==> config.mk <==
export PLATFORM = sky130hd
export DESIGN_NAME = decode_seq
export DESIGN_NICKNAME = d
export VERILOG_FILES = /design/src/rtl/decode_seq.sv
export SDC_FILE = /design/constraint.sdc
export NUM_CORES = 1
export LEC_CHECK = 0
export CAP_MARGIN = 20
export CORE_ASPECT_RATIO = 0.7
export CORE_MARGIN = 2
export CORE_UTILIZATION = 40
export CTS_CLUSTER_DIAMETER = 100
export CTS_CLUSTER_SIZE = 30
export DETAILED_ROUTE_END_ITERATION = 8
export GPL_ROUTABILITY_DRIVEN = 0
export HOLD_SLACK_MARGIN = 0.06
export PLACE_DENSITY = 0.77
export SYNTH_ARGS = -nofsm -noshare
export SYNTH_HDL_FRONTEND = slang
export SYNTH_SLANG_ARGS = --single-unit
==> constraint.sdc <==
create_clock -name clk -period 2.6 [get_ports clk]
set_clock_uncertainty 0.15 [all_clocks]
set_input_delay 0.26 -clock clk [delete_from_list [all_inputs] [get_ports clk]]
set_output_delay 0.26 -clock clk [all_outputs]
set_load 0.05 [all_outputs]
==> src/rtl/decode_seq.sv <==
// 14-bit mid-range instruction decoder with an internal Q1-Q4 phase sequencer,
// skip/branch pipeline flush and a valid/ready handshake toward fetch.
module decode_seq #(
  parameter int FADDR_W      = 7,
  parameter int JADDR_W      = 11,
  parameter int FLUSH_CYCLES = 4,
  parameter int SKIP_EN      = 1
) (
  input  logic               clk,
  input  logic               rst,
  input  logic [13:0]        inst_in,
  input  logic               inst_valid,
  output logic               inst_ready,
  input  logic               alu_zero,
  input  logic               bit_val,
  output logic [1:0]         q_phase,
  output logic [3:0]         alu_op,
  output logic               d,
  output logic               switch_a_m,
  output logic               act_ram,
  output logic               write_en,
  output logic [FADDR_W-1:0] f_addr,
  output logic [7:0]         lit,
  output logic [2:0]         bit_number,
  output logic               jump,
  output logic [JADDR_W-1:0] jump_addr,
  output logic               flushing
);

  typedef enum logic [1:0] {IDLE, EXEC, FLUSH} state_e;
  typedef enum logic [1:0] {SK_NONE, SK_ZERO, SK_BIT_CLR, SK_BIT_SET} skip_e;

  localparam logic [3:0] OP_PASS    = 4'd1;
  localparam logic [2:0] FLUSH_LAST = 3'(FLUSH_CYCLES - 1);

  state_e               state_q;
  logic [1:0]           q_phase_q;
  logic [3:0]           alu_op_q;
  logic                 d_q, switch_a_m_q, act_ram_q, write_en_q;
  logic [FADDR_W-1:0]   f_addr_q;
  logic [7:0]           lit_q;
  logic [2:0]           bit_number_q;
  logic                 jump_q, flushing_q;
  logic [JADDR_W-1:0]   jump_addr_q;
  logic                 ready_en_q, writes_q, ctrl_q, skip_q;
  skip_e                skip_kind_q;
  logic [2:0]           flush_cnt_q;

  logic [3:0]           alu_op_d;
  logic                 writes_d;
  skip_e                skip_kind_d;
  logic                 skip_hit, take;

  always_comb begin
    // NOTE: every signal gets a default first so no decode path can infer a latch.
    alu_op_d    = OP_PASS;
    writes_d    = 1'b0;
    skip_kind_d = SK_NONE;
    case (inst_in[13:12])
      2'b00: begin
        // Only the NOP encoding (0000 with d=0) of the byte class writes nothing.
        writes_d = (inst_in[11:8] != 4'b0000) || inst_in[7];
        case (inst_in[11:8])
          4'b0001: alu_op_d = 4'd9;
          4'b0010: alu_op_d = 4'd3;
          4'b0011: alu_op_d = 4'd6;
          4'b0100: alu_op_d = 4'd10;
          4'b0101: alu_op_d = 4'd4;
          4'b0110: alu_op_d = 4'd7;
          4'b0111: alu_op_d = 4'd2;
          4'b1000: alu_op_d = 4'd0;
          4'b1001: alu_op_d = 4'd12;
          4'b1010: alu_op_d = 4'd5;
          4'b1011: alu_op_d = 4'd6;
          4'b1100: alu_op_d = 4'd15;
          4'b1101: alu_op_d = 4'd8;
          4'b1110: alu_op_d = 4'd11;
          4'b1111: alu_op_d = 4'd5;
          default: alu_op_d = OP_PASS;
        endcase
        if (inst_in[11:8] == 4'b1011 || inst_in[11:8] == 4'b1111) skip_kind_d = SK_ZERO;
      end
      2'b01: begin
        case (inst_in[11:10])
          2'b00:   begin alu_op_d = 4'd14; writes_d = 1'b1; end
          2'b01:   begin alu_op_d = 4'd13; writes_d = 1'b1; end
          2'b10:   skip_kind_d = SK_BIT_CLR;
          default: skip_kind_d = SK_BIT_SET;
        endcase
      end
      2'b11: begin
        casez (inst_in[11:8])
          4'b00??: alu_op_d = 4'd0;
          4'b1000: alu_op_d = 4'd10;
          4'b1001: alu_op_d = 4'd4;
          4'b1010: alu_op_d = 4'd7;
          4'b110?: alu_op_d = 4'd3;
          4'b111?: alu_op_d = 4'd2;
          default: alu_op_d = OP_PASS;
        endcase
        writes_d = (alu_op_d != OP_PASS);
      end
      default: ;
    endcase
    if (SKIP_EN == 0) skip_kind_d = SK_NONE;
  end

  always_comb begin
    case (skip_kind_q)
      SK_ZERO:    skip_hit = alu_zero;
      SK_BIT_CLR: skip_hit = !bit_val;
      SK_BIT_SET: skip_hit = bit_val;
      default:    skip_hit = 1'b0;
    endcase
  end

  // Ready depends on registered state only, so fetch sees no combinational loop.
  assign inst_ready = ready_en_q &&
                      ((state_q == IDLE) ||
                       (state_q == EXEC && q_phase_q == 2'd3 && !skip_q && !ctrl_q));
  assign take = inst_valid && inst_ready;

  always_ff @(posedge clk or posedge rst) begin
    if (rst) begin
      state_q      <= IDLE;
      q_phase_q    <= 2'd0;
      alu_op_q     <= OP_PASS;
      d_q          <= 1'b0;
      switch_a_m_q <= 1'b0;
      act_ram_q    <= 1'b0;
      write_en_q   <= 1'b0;
      f_addr_q     <= '0;
      lit_q        <= 8'd0;
      bit_number_q <= 3'd0;
      jump_q       <= 1'b0;
      jump_addr_q  <= '0;
      flushing_q   <= 1'b0;
      ready_en_q   <= 1'b0;
      writes_q     <= 1'b0;
      ctrl_q       <= 1'b0;
      skip_q       <= 1'b0;
      skip_kind_q  <= SK_NONE;
      flush_cnt_q  <= 3'd0;
    end else begin
      // NOTE: non-blocking assignments throughout, so later overrides in this block win cleanly.
      ready_en_q <= 1'b1;
      jump_q     <= 1'b0;
      case (state_q)
        IDLE: ;
        EXEC: begin
          q_phase_q  <= q_phase_q + 2'd1;
          write_en_q <= writes_q && (q_phase_q == 2'd1 || q_phase_q == 2'd2);
          if (q_phase_q == 2'd2) begin
            skip_q <= skip_hit;
            jump_q <= ctrl_q;
          end
          if (q_phase_q == 2'd3) begin
            if (skip_q || ctrl_q) begin
              state_q     <= FLUSH;
              flush_cnt_q <= FLUSH_LAST;
              alu_op_q    <= OP_PASS;
              act_ram_q   <= 1'b0;
              write_en_q  <= 1'b0;
              flushing_q  <= 1'b1;
            end else begin
              state_q <= IDLE;
            end
          end
        end
        FLUSH: begin
          if (flush_cnt_q == 3'd0) begin
            state_q    <= IDLE;
            flushing_q <= 1'b0;
          end else begin
            flush_cnt_q <= flush_cnt_q - 3'd1;
          end
        end
        default: state_q <= IDLE;
      endcase

      if (take) begin
        state_q     <= EXEC;
        q_phase_q   <= 2'd0;
        write_en_q  <= 1'b0;
        skip_q      <= 1'b0;
        alu_op_q    <= alu_op_d;
        writes_q    <= writes_d;
        skip_kind_q <= skip_kind_d;
        ctrl_q      <= (inst_in[13:12] == 2'b10);
        case (inst_in[13:12])
          2'b00: begin
            act_ram_q    <= 1'b1;
            switch_a_m_q <= 1'b1;
            d_q          <= inst_in[7];
            f_addr_q     <= inst_in[FADDR_W-1:0];
          end
          2'b01: begin
            act_ram_q    <= 1'b1;
            switch_a_m_q <= 1'b1;
            d_q          <= 1'b1;
            f_addr_q     <= inst_in[FADDR_W-1:0];
            bit_number_q <= inst_in[9:7];
          end
          2'b11: begin
            act_ram_q    <= 1'b0;
            switch_a_m_q <= 1'b0;
            d_q          <= 1'b0;
            lit_q        <= inst_in[7:0];
          end
          default: begin
            act_ram_q   <= 1'b0;
            jump_addr_q <= inst_in[JADDR_W-1:0];
          end
        endcase
      end
    end
  end

  assign q_phase    = q_phase_q;
  assign alu_op     = alu_op_q;
  assign d          = d_q;
  assign switch_a_m = switch_a_m_q;
  assign act_ram    = act_ram_q;
  assign write_en   = write_en_q;
  assign f_addr     = f_addr_q;
  assign lit        = lit_q;
  assign bit_number = bit_number_q;
  assign jump       = jump_q;
  assign jump_addr  = jump_addr_q;
  assign flushing   = flushing_q;

endmodule

==> impl_metrics.env, run 1 <==
export IMPL_coreArea_um2=6246
export IMPL_grt_pass1_vias=1939
export IMPL_h_tree_depth=2
export IMPL_path_buf_inv=1
export IMPL_die_area_um2=7161
export IMPL_dr_pass1_iters=4
export IMPL_tns_ps=0
export IMPL_nNetsFinal=310
export IMPL_async_flop_share_pct=100.0
export IMPL_tritoncts="built"
export IMPL_multi_input_area_um2=1167
export IMPL_fillers=546
export IMPL_die_w_um=100.3
export IMPL_p_per_area_nw_per_um2=1321
export IMPL_grt_usage_pct=17.21
export IMPL_cts_made_buffers=5
export IMPL_syn_area_per_cell_um2=11.96
export IMPL_crit_fanout=12
export IMPL_path_clk_slew_ps=100
export IMPL_critPathMaxStageDelay_ps=410
export IMPL_start_util_pct=41.57
export IMPL_synth_nets=245
export IMPL_critical_path_cell_chain="ha_1 > nor3b_4 > o21ai_2 > nor3_2 > buf_4 > mux2_2"
export IMPL_min_delay_path_class="input pin to async pin"
export IMPL_postCtsSetupBuffers=0
export IMPL_dp_slack_ps=378.3
export IMPL_period_share_pct=83.09
export IMPL_synth_most_common_cell="dfrtp_1"
export IMPL_drt_iter0_drc=83
export IMPL_max_cap_violations=0
export IMPL_io_buffers=60
export IMPL_cts_resized=0
export IMPL_antenna_found_initial=0
export IMPL_yosysUniqueCellTypes=56
export IMPL_p_leak_nw=1.518
export IMPL_worstMarginPinSlew_ps=581.0
export IMPL_slew_headroom_pct=61.14
export IMPL_row_count=24
export IMPL_final_min_clock_period_ps=2160
export IMPL_vias_per_cell=5.258
export IMPL_rsz0062_at_grt="no"
export IMPL_synth_seq_cells=52
export IMPL_hpwlAfterDp_mm=4.233
export IMPL_area_growth_pct=31.23
export IMPL_ys_seq_area_share_pct=50.17
export IMPL_setup_slack_ps=439.7
export IMPL_synth_largest_area_cell="dfrtp_1"
export IMPL_clk_path_buf_depth=2
export IMPL_cp_start_kind="flop"
export IMPL_wirelength_mm=5.788
export IMPL_grt_pass1_wl_mm=9.722
export IMPL_finalHoldViolations=0
export IMPL_dieHeight_um=71.41
export IMPL_wire_per_inst_um=16.03
export IMPL_cp_arrival_ps=2210
export IMPL_hold_ws_ps=153.3
export IMPL_overflow=0
export IMPL_cts_hold_repair_buffers=0
export IMPL_finish_utilization_pct=54.55
export IMPL_endpoint_kind="flop"
export IMPL_synth_enable_flop_cells=0
export IMPL_drive_above_1_share_pct=21.55
export IMPL_required_ps=2650
export IMPL_via_count=1898
export IMPL_synthFlopType="dfrtp_1"
export IMPL_timing_fmax_mhz=462.9
export IMPL_yosys_top_cells_area="dfrtp_1 (49%), mux2_2 (9.5%), mux2_4 (5.2%)"
export IMPL_peakVddDrop_uv=802.6
export IMPL_yosysWarnings=0
export IMPL_crit_slowest_cell="dfrtp_1"
export IMPL_synth_common_cells="dfrtp_1 (51), mux2_2 (22), inv_1 (14), o21ai_0 (14), nor2_1 (12)"
export IMPL_clock_latency_ps=300
export IMPL_stdcell_count=361
export IMPL_dp_cells=353
export IMPL_crit_type="flop to flop"
export IMPL_ioPinCount=61
export IMPL_setup_viol=0
export IMPL_outcome="finished, final reports clean"
export IMPL_grt_start_max_net_pins=26
export IMPL_cts_sinks=52
export IMPL_path_delay_family="simple AND/OR/NAND/NOR gates"
export IMPL_synth_top_area_share_pct=49.16
export IMPL_antenna_cells=0
export IMPL_seqCellArea_um2=1303
export IMPL_drc=0
export IMPL_synth_area_um2=2596
export IMPL_syn_instance_count=217
export IMPL_cts_root_buf="clkbuf_8"
export IMPL_slew_violations=0
export IMPL_ant_nets=0
==> worst register-to-register path: stages, from the launching register on <==
cell	delay, ps
dfrtp_1	410
ha_1	250
nor3b_4	310
o21ai_2	180
nor3_2	130
buf_4	270
mux2_2	370
==> kinds of logic after synthesis <==
logic type	synth area share, %
other cells	0.1444
buf+inv	4.867
flops	50.17
mux	15.13
simple gates	9.832
xor+xnor	0.6748
compound gates	14.84
fa+ha+maj	4.337
==> sequential cells by signal, summed over array words and instances, names as in the netlist <==
register	count
flush_cnt_q	3
skip_q	1
lit	8
write_en	1
writes_q	1
bit_number	3
skip_kind_q	2
jump_addr	11
state_q	2
ready_en_q	1
f_addr	7
switch_a_m	1
jump	1
act_ram	1
flushing	1
q_phase	2
d	1
alu_op	4
ctrl_q	1
==> cell type report <==
| cell class | instances | area share, % |
|---|---|---|
| timing repair buffer | 69 | 19.54 |
| multi-input combinational | 140 | 34.26 |
| tap | 78 | 2.864 |
| clock buffer | 6 | 2.424 |
| clock inverter | 2 | 1.138 |
| sequential | 52 | 38.23 |
| inverter | 14 | 1.542 |
==> per-layer routing <==
layer	wire [um]	vias to the layer above	GRT usage, %
met2	2601	54	26.32
li1	-	916	-
met3	295	6	5.073
met5	0	-	0
met4	38	0	3.349
met1	2852	922	24.65
==> cell usage in the layout, fill, tap and decap left out, types with 3 or more instances in the layout <==
master	n
nor2b_1	3
a21oi_1	8
mux2_2	22
o211ai_1	3
clkbuf_8	6
nand2_1	6
nor2_1	12
buf_4	10
mux2_4	9
clkdlybuf4s50_1	59
inv_1	13
o41ai_1	3
nand3_1	3
ha_1	9
dfrtp_1	51
o21ai_0	14
==> worst paths after layout <==
kind | startpoint | to | slack (ps) | cells after the start
hold / removal | rst | writes_q | 150 | 2
hold reg to reg | alu_op[0] | alu_op[0] | 340 | 2
max in group asynchronous | rst | f_addr[4] | 1530 | 3
setup / recovery | q_phase[1] | jump_addr[8] | 440 | 6
min in group clk | alu_op[0] | alu_op[0] | 340 | 2
setup reg to reg | q_phase[1] | jump_addr[8] | 440 | 6
==> where the power goes <==
| part | switching (mW) | internal (mW) |
|---|---|---|
| Sequential | 0.237 | 1.17 |
| Clock | 0.272 | 0.315 |
| Combinational | 1.57 | 0.936 |
| Total | 2.08 | 2.43 |
==> metrics by stage <==
stage | total power, mW | cell area (um^2)
floorplan | 3.114 | 2596
global placement | 3.886 | 3286
detailed placement | 3.931 | 3286
CTS | 4.540 | 3407
global route | 4.739 | 3407
finish | 4.502 | 3407
(Power assumes the default switching activity.)
==> inputs of run 2 (changes only) <==
==> constraint.sdc (replaced) <==
create_clock -name clk -period 2.05 [get_ports clk]
set_clock_uncertainty 0.15 [all_clocks]
set_input_delay 0.205 -clock clk [delete_from_list [all_inputs] [get_ports clk]]
set_output_delay 0.205 -clock clk [all_outputs]
set_load 0.05 [all_outputs]
==> impl_metrics.env, run 2 (same netlist as run 1, synthesis figures left out) <==
export IMPL_grt_usage_pct=17.14
export IMPL_crit_type="flop to flop"
export IMPL_combPwrFrac_pct=57.5
export IMPL_coreArea_um2=6246
export IMPL_drt_iter0_drc=74
export IMPL_min_delay_path_class="flop to flop"
export IMPL_die_area_um2=7161
export IMPL_cts_sinks=52
export IMPL_cts_made_buffers=5
export IMPL_antenna_cells=0
export IMPL_outcome="finished, final reports clean"
export IMPL_top_usage_layer="met2"
export IMPL_met2_usage_pct=25.50
export IMPL_worstMarginPinSlew_ps=518.3
export IMPL_min_to="alu_op[0]"
export IMPL_switching_share_pct=46.69
export IMPL_final_common_cell="clkdlybuf4s50_1"
export IMPL_cts_root_buf="clkbuf_8"
export IMPL_reg2reg_depth=6
export IMPL_p_leak_nw=1.580
export IMPL_max_cap_violations=0
export IMPL_vias_per_cell=5.229
export IMPL_antenna_found_initial=0
export IMPL_required_ps=2110
export IMPL_endpoint_kind="flop"
export IMPL_grt_pass1_vias=1956
export IMPL_slew_headroom_pct=65.34
export IMPL_wire_per_inst_um=15.27
export IMPL_reg2reg_slack_ps=120
export IMPL_clk_path_buf_depth=2
export IMPL_seqPwrFrac_pct=31.6
export IMPL_nNetsFinal=325
export IMPL_p_int_mw=3.015
export IMPL_slew_violations=0
export IMPL_use_met3_pct=6.439
export IMPL_cp_arrival_ps=1990
export IMPL_p_clk_share_pct=10.9
export IMPL_drc=0
export IMPL_area_growth_pct=36.34
export IMPL_p_per_area_nw_per_um2=1598
export IMPL_final_min_clock_period_ps=1932
export IMPL_power_switching_mw=2.640
export IMPL_dpl_cell_area_um2=3428
export IMPL_crit_fanout=7
export IMPL_finalHoldViolations=0
export IMPL_period_share_pct=94.26
export IMPL_clock_latency_ps=310
export IMPL_worstHoldPathCells=2
export IMPL_hpwlAfterDp_mm=4.396
export IMPL_reg2reg_from="q_phase[0]"
export IMPL_final_cell_mix="clkdlybuf4s50_1 (58), dfrtp_1 (49), mux2_2 (22), buf_4 (22), o21ai_0 (14)"
export IMPL_design_area_um2=3540
export IMPL_via_count=1966
export IMPL_r2r_end="jump_addr[8]"
export IMPL_die_w_um=100.3
export IMPL_setup_slack_ps=117.7
export IMPL_dieHeight_um=71.41
export IMPL_path_clk_slew_ps=90
export IMPL_hold_ws_ps=329.5
export IMPL_peakVddDrop_uv=1085
export IMPL_overflow=0
export IMPL_h_tree_depth=2
export IMPL_grt_start_max_net_pins=38
export IMPL_start_util_pct=41.57
export IMPL_grt_pass1_wl_mm=9.653
export IMPL_cp_start_kind="flop"
export IMPL_dr_pass1_iters=4
export IMPL_largest_reg_flops=11
export IMPL_drive_above_1_share_pct=26.51
export IMPL_wirelength_mm=5.743
export IMPL_grt_use_met1_pct=24.34
export IMPL_setup_viol=0
export IMPL_min_delay_start="alu_op[0]"
export IMPL_row_count=24
export IMPL_tritoncts="built"
export IMPL_postCtsSetupBuffers=0
export IMPL_timing_fmax_mhz=517.5
export IMPL_dp_slack_ps=-85.30
export IMPL_ant_nets=0
export IMPL_ioPinCount=61
export IMPL_io_buffers=60
[run 2: how the worst max path moves through the flow]
| stage | depth (start not counted) | to | start |
|---|---|---|---|
| after floorplan | 6 | jump_addr[0] | q_phase[1] |
| after global placement | 6 | jump_addr[8] | inst_valid |
| after detailed placement | 8 | alu_op[3] | inst_in[8] |
| after CTS | 6 | jump_addr[8] | q_phase[0] |
| after global routing | 6 | jump_addr[2] | q_phase[0] |
| final | 6 | jump_addr[8] | q_phase[0] |
[run 2: power groups by stage]
stage / logic, mW / registers (mW) / clock network [mW]
2_1_floorplan: 0.868 / 3.10 / 0
3_3_place_gp: 3.23 / 1.79 / 0
3_5_place_dp: 3.27 / 1.80 / 0
4_1_cts: 3.28 / 1.79 / 0.638
5_1_grt: 3.42 / 1.85 / 0.686
6_report: 3.25 / 1.79 / 0.618
[run 2: what timing repair did]
item / 4_1_cts / 5_1_grt
endpoints found under the hold margin: 14 / 0
endpoints found under the setup margin: 0 / 11
hold buffers: 1 / 0
resized for setup: 0 / 1
[run 2: area by class of cell]
cell class                      count  area [um^2]
Inverter                           14        52.55
Fill cell                         519         2706
Clock inverter                      2        15.01
Tap cell                           78        97.59
Clock buffer                        6        82.58
Multi-Input combinational cell    140         1180
Sequential cell                    52         1305
Timing Repair Buffer               84        807.0
[run 2: layer usage]
layer  part of all wire (%)  wire length [um]
met5                      0                 0
met4                   0.14                 8
met3                    6.8               390
met2                     44              2536
met1                     49              2807
[run 2: stage by stage]
step           cells  setup TNS [ps]  util (%)  total power, mW
2_1_floorplan    217               0         -            3.966
5_1_grt          376          -27.21     56.67            5.962
6_report         376               0     56.67            5.655
3_5_place_dp     367          -280.0     54.89            5.070
3_3_place_gp     367          -45.05     54.89            5.017
4_1_cts          376               0     56.61            5.706
[run 2: worst max-delay path: stages (launching register included)]
cell and delay, ps:
dfrtp_2 410, ha_4 160, nor3b_4 260, o21ai_2 120, nor3_2 200, buf_6 190
mux2_2 340
==> inputs of run 3 (changes only) <==
--- a/config.mk
+++ b/config.mk
@@ -15,6 +15,8 @@
 export GPL_ROUTABILITY_DRIVEN = 0
 export HOLD_SLACK_MARGIN = 0.06
 export PLACE_DENSITY = 0.77
+export RECOVER_POWER = 25
+export SKIP_LAST_GASP = 1
 export SYNTH_ARGS = -nofsm -noshare
 export SYNTH_HDL_FRONTEND = slang
 export SYNTH_SLANG_ARGS = --single-unit
==> impl_metrics.env, run 3 (same netlist as run 1, synthesis figures left out) <==
export IMPL_outcome="finished, final reports clean"
export IMPL_top_usage_layer="met2"
export IMPL_combPwrFrac_pct=57.4
export IMPL_fillers=519
export IMPL_dieHeight_um=71.41
export IMPL_grt_pass1_wl_mm=9.653
export IMPL_path_delay_family="simple AND/OR/NAND/NOR gates"
export IMPL_min_delay_path_class="flop to flop"
export IMPL_setup_viol=0
export IMPL_worstMarginPinSlew_ps=644.4
export IMPL_tns_ps=0
export IMPL_p_leak_nw=1.574
export IMPL_die_w_um=100.3
export IMPL_grt_start_max_net_pins=38
export IMPL_final_common_cell="clkdlybuf4s50_1"
export IMPL_ant_nets=0
export IMPL_cts_made_buffers=5
export IMPL_drive_above_1_share_pct=25.84
export IMPL_critPathMaxStageDelay_ps=410
export IMPL_tritoncts="built"
export IMPL_finalHoldViolations=0
export IMPL_multi_input_area_um2=1180
export IMPL_grt_use_met1_pct=24.34
export IMPL_final_cell_mix="clkdlybuf4s50_1 (57), dfrtp_1 (49), mux2_2 (22)"
export IMPL_p_per_area_nw_per_um2=1601
export IMPL_nNetsFinal=325
export IMPL_cts_sinks=52
export IMPL_path_clk_slew_ps=100
export IMPL_vias_per_cell=5.221
export IMPL_power_switching_mw=2.641
export IMPL_path_buf_inv=1
export IMPL_critical_path_cell_chain="ha_4 > nor3b_4 > o21ai_2 > nor3_2 > buf_6 > mux2_2"
export IMPL_start_util_pct=41.57
export IMPL_drc=0
export IMPL_p_clk_share_pct=11.0
export IMPL_hpwlAfterDp_mm=4.396
export IMPL_period_share_pct=94.24
export IMPL_switching_share_pct=46.77
export IMPL_dr_pass1_iters=4
export IMPL_drt_iter0_drc=66
export IMPL_cts_root_buf="clkbuf_8"
export IMPL_use_met3_pct=6.439
export IMPL_wirelength_mm=5.745
export IMPL_max_cap_violations=0
export IMPL_h_tree_depth=2
export IMPL_endpoint_kind="flop"
export IMPL_required_ps=2110
export IMPL_coreArea_um2=6246
export IMPL_seqCellArea_um2=1305
export IMPL_row_count=24
export IMPL_crit_fanout=7
export IMPL_slew_violations=0
export IMPL_ioPinCount=61
export IMPL_dpl_cell_area_um2=3428
export IMPL_met2_usage_pct=25.50
export IMPL_wire_per_inst_um=15.28
export IMPL_largest_reg_flops=11
export IMPL_clock_latency_ps=310
export IMPL_cp_start_kind="flop"
export IMPL_antenna_found_initial=0
export IMPL_crit_type="flop to flop"
export IMPL_design_area_um2=3527
export IMPL_slew_headroom_pct=57.23
export IMPL_cp_arrival_ps=1990
export IMPL_p_int_mw=3.005
export IMPL_grt_usage_pct=17.14
export IMPL_via_count=1963
export IMPL_timing_fmax_mhz=517.6
export IMPL_seqPwrFrac_pct=31.6
export IMPL_crit_slowest_cell="dfrtp_2"
export IMPL_final_min_clock_period_ps=1932
export IMPL_peakVddDrop_uv=1085
export IMPL_antenna_cells=0
export IMPL_grt_pass1_vias=1956
export IMPL_area_growth_pct=35.86
export IMPL_die_area_um2=7161
export IMPL_io_buffers=60
export IMPL_clk_path_buf_depth=2
export IMPL_overflow=0
export IMPL_postCtsSetupBuffers=0
run 3: timing repair:
action                     CTS  global route
setup endpoints to repair    0            11
gates resized for setup      0             1
hold endpoints to repair    14             0
hold buffers                 1             0
run 3: path summary, 6_finish.rpt:
| check | startpoint | endpoint | slack [ps] | cells past startpoint |
|---|---|---|---|---|
| worst max-delay path | q_phase[0] | jump_addr[8] | 120 | 6 |
| worst min-delay path | alu_op[0] | alu_op[0] | 330 | 2 |
| worst max register to register | q_phase[0] | jump_addr[8] | 120 | 6 |
| worst min register to register | alu_op[0] | alu_op[0] | 330 | 2 |
| max in group asynchronous | rst | q_phase[1] | 210 | 4 |
| min in group asynchronous | rst | flush_cnt_q[2] | 800 | 3 |
run 3: routing by layer:
layer  wire length (um)  share of wire (%)
met5                  0                  0
met4                  8               0.14
met2               2546                 44
met1               2804                 49
met3                384                6.7
run 3: power by group through the flow:
stage	sequential [mW]	clock (mW)	combinational, mW
finish	1.79	0.618	3.24
global route	1.85	0.686	3.41
CTS	1.79	0.638	3.28
detailed placement	1.80	0	3.27
global placement	1.79	0	3.23
floorplan	3.10	0	0.868
run 3: tightest hold or removal path: cells and delay by family (launching register included):
family	cells	cell delay, ps
AOI/OAI and AO/OA	1	60
buffers and inverters	1	50
DFF	1	380
run 3: stage by stage:
step	util [%]	instances	setup WS, ps	total power [mW]	hold slack, ps
3_5_place_dp	54.89	367	-85.30	5.070	321.3
3_3_place_gp	54.89	367	-21.78	5.017	308.8
6_report	56.47	376	118.2	5.645	329.0
4_1_cts	56.61	376	47.39	5.706	335.3
5_1_grt	56.47	376	-11.44	5.951	349.7
2_1_floorplan	-	217	1.482	3.966	203.0
run 3: layout make-up:
type / count / area share [%]
tap: 78 / 2.767
inverter: 14 / 1.490
clock inverter: 2 / 0.4257
sequential: 52 / 37.00
clock buffer: 6 / 2.341
multi-input combinational: 140 / 33.45
timing repair buffer: 84 / 22.53
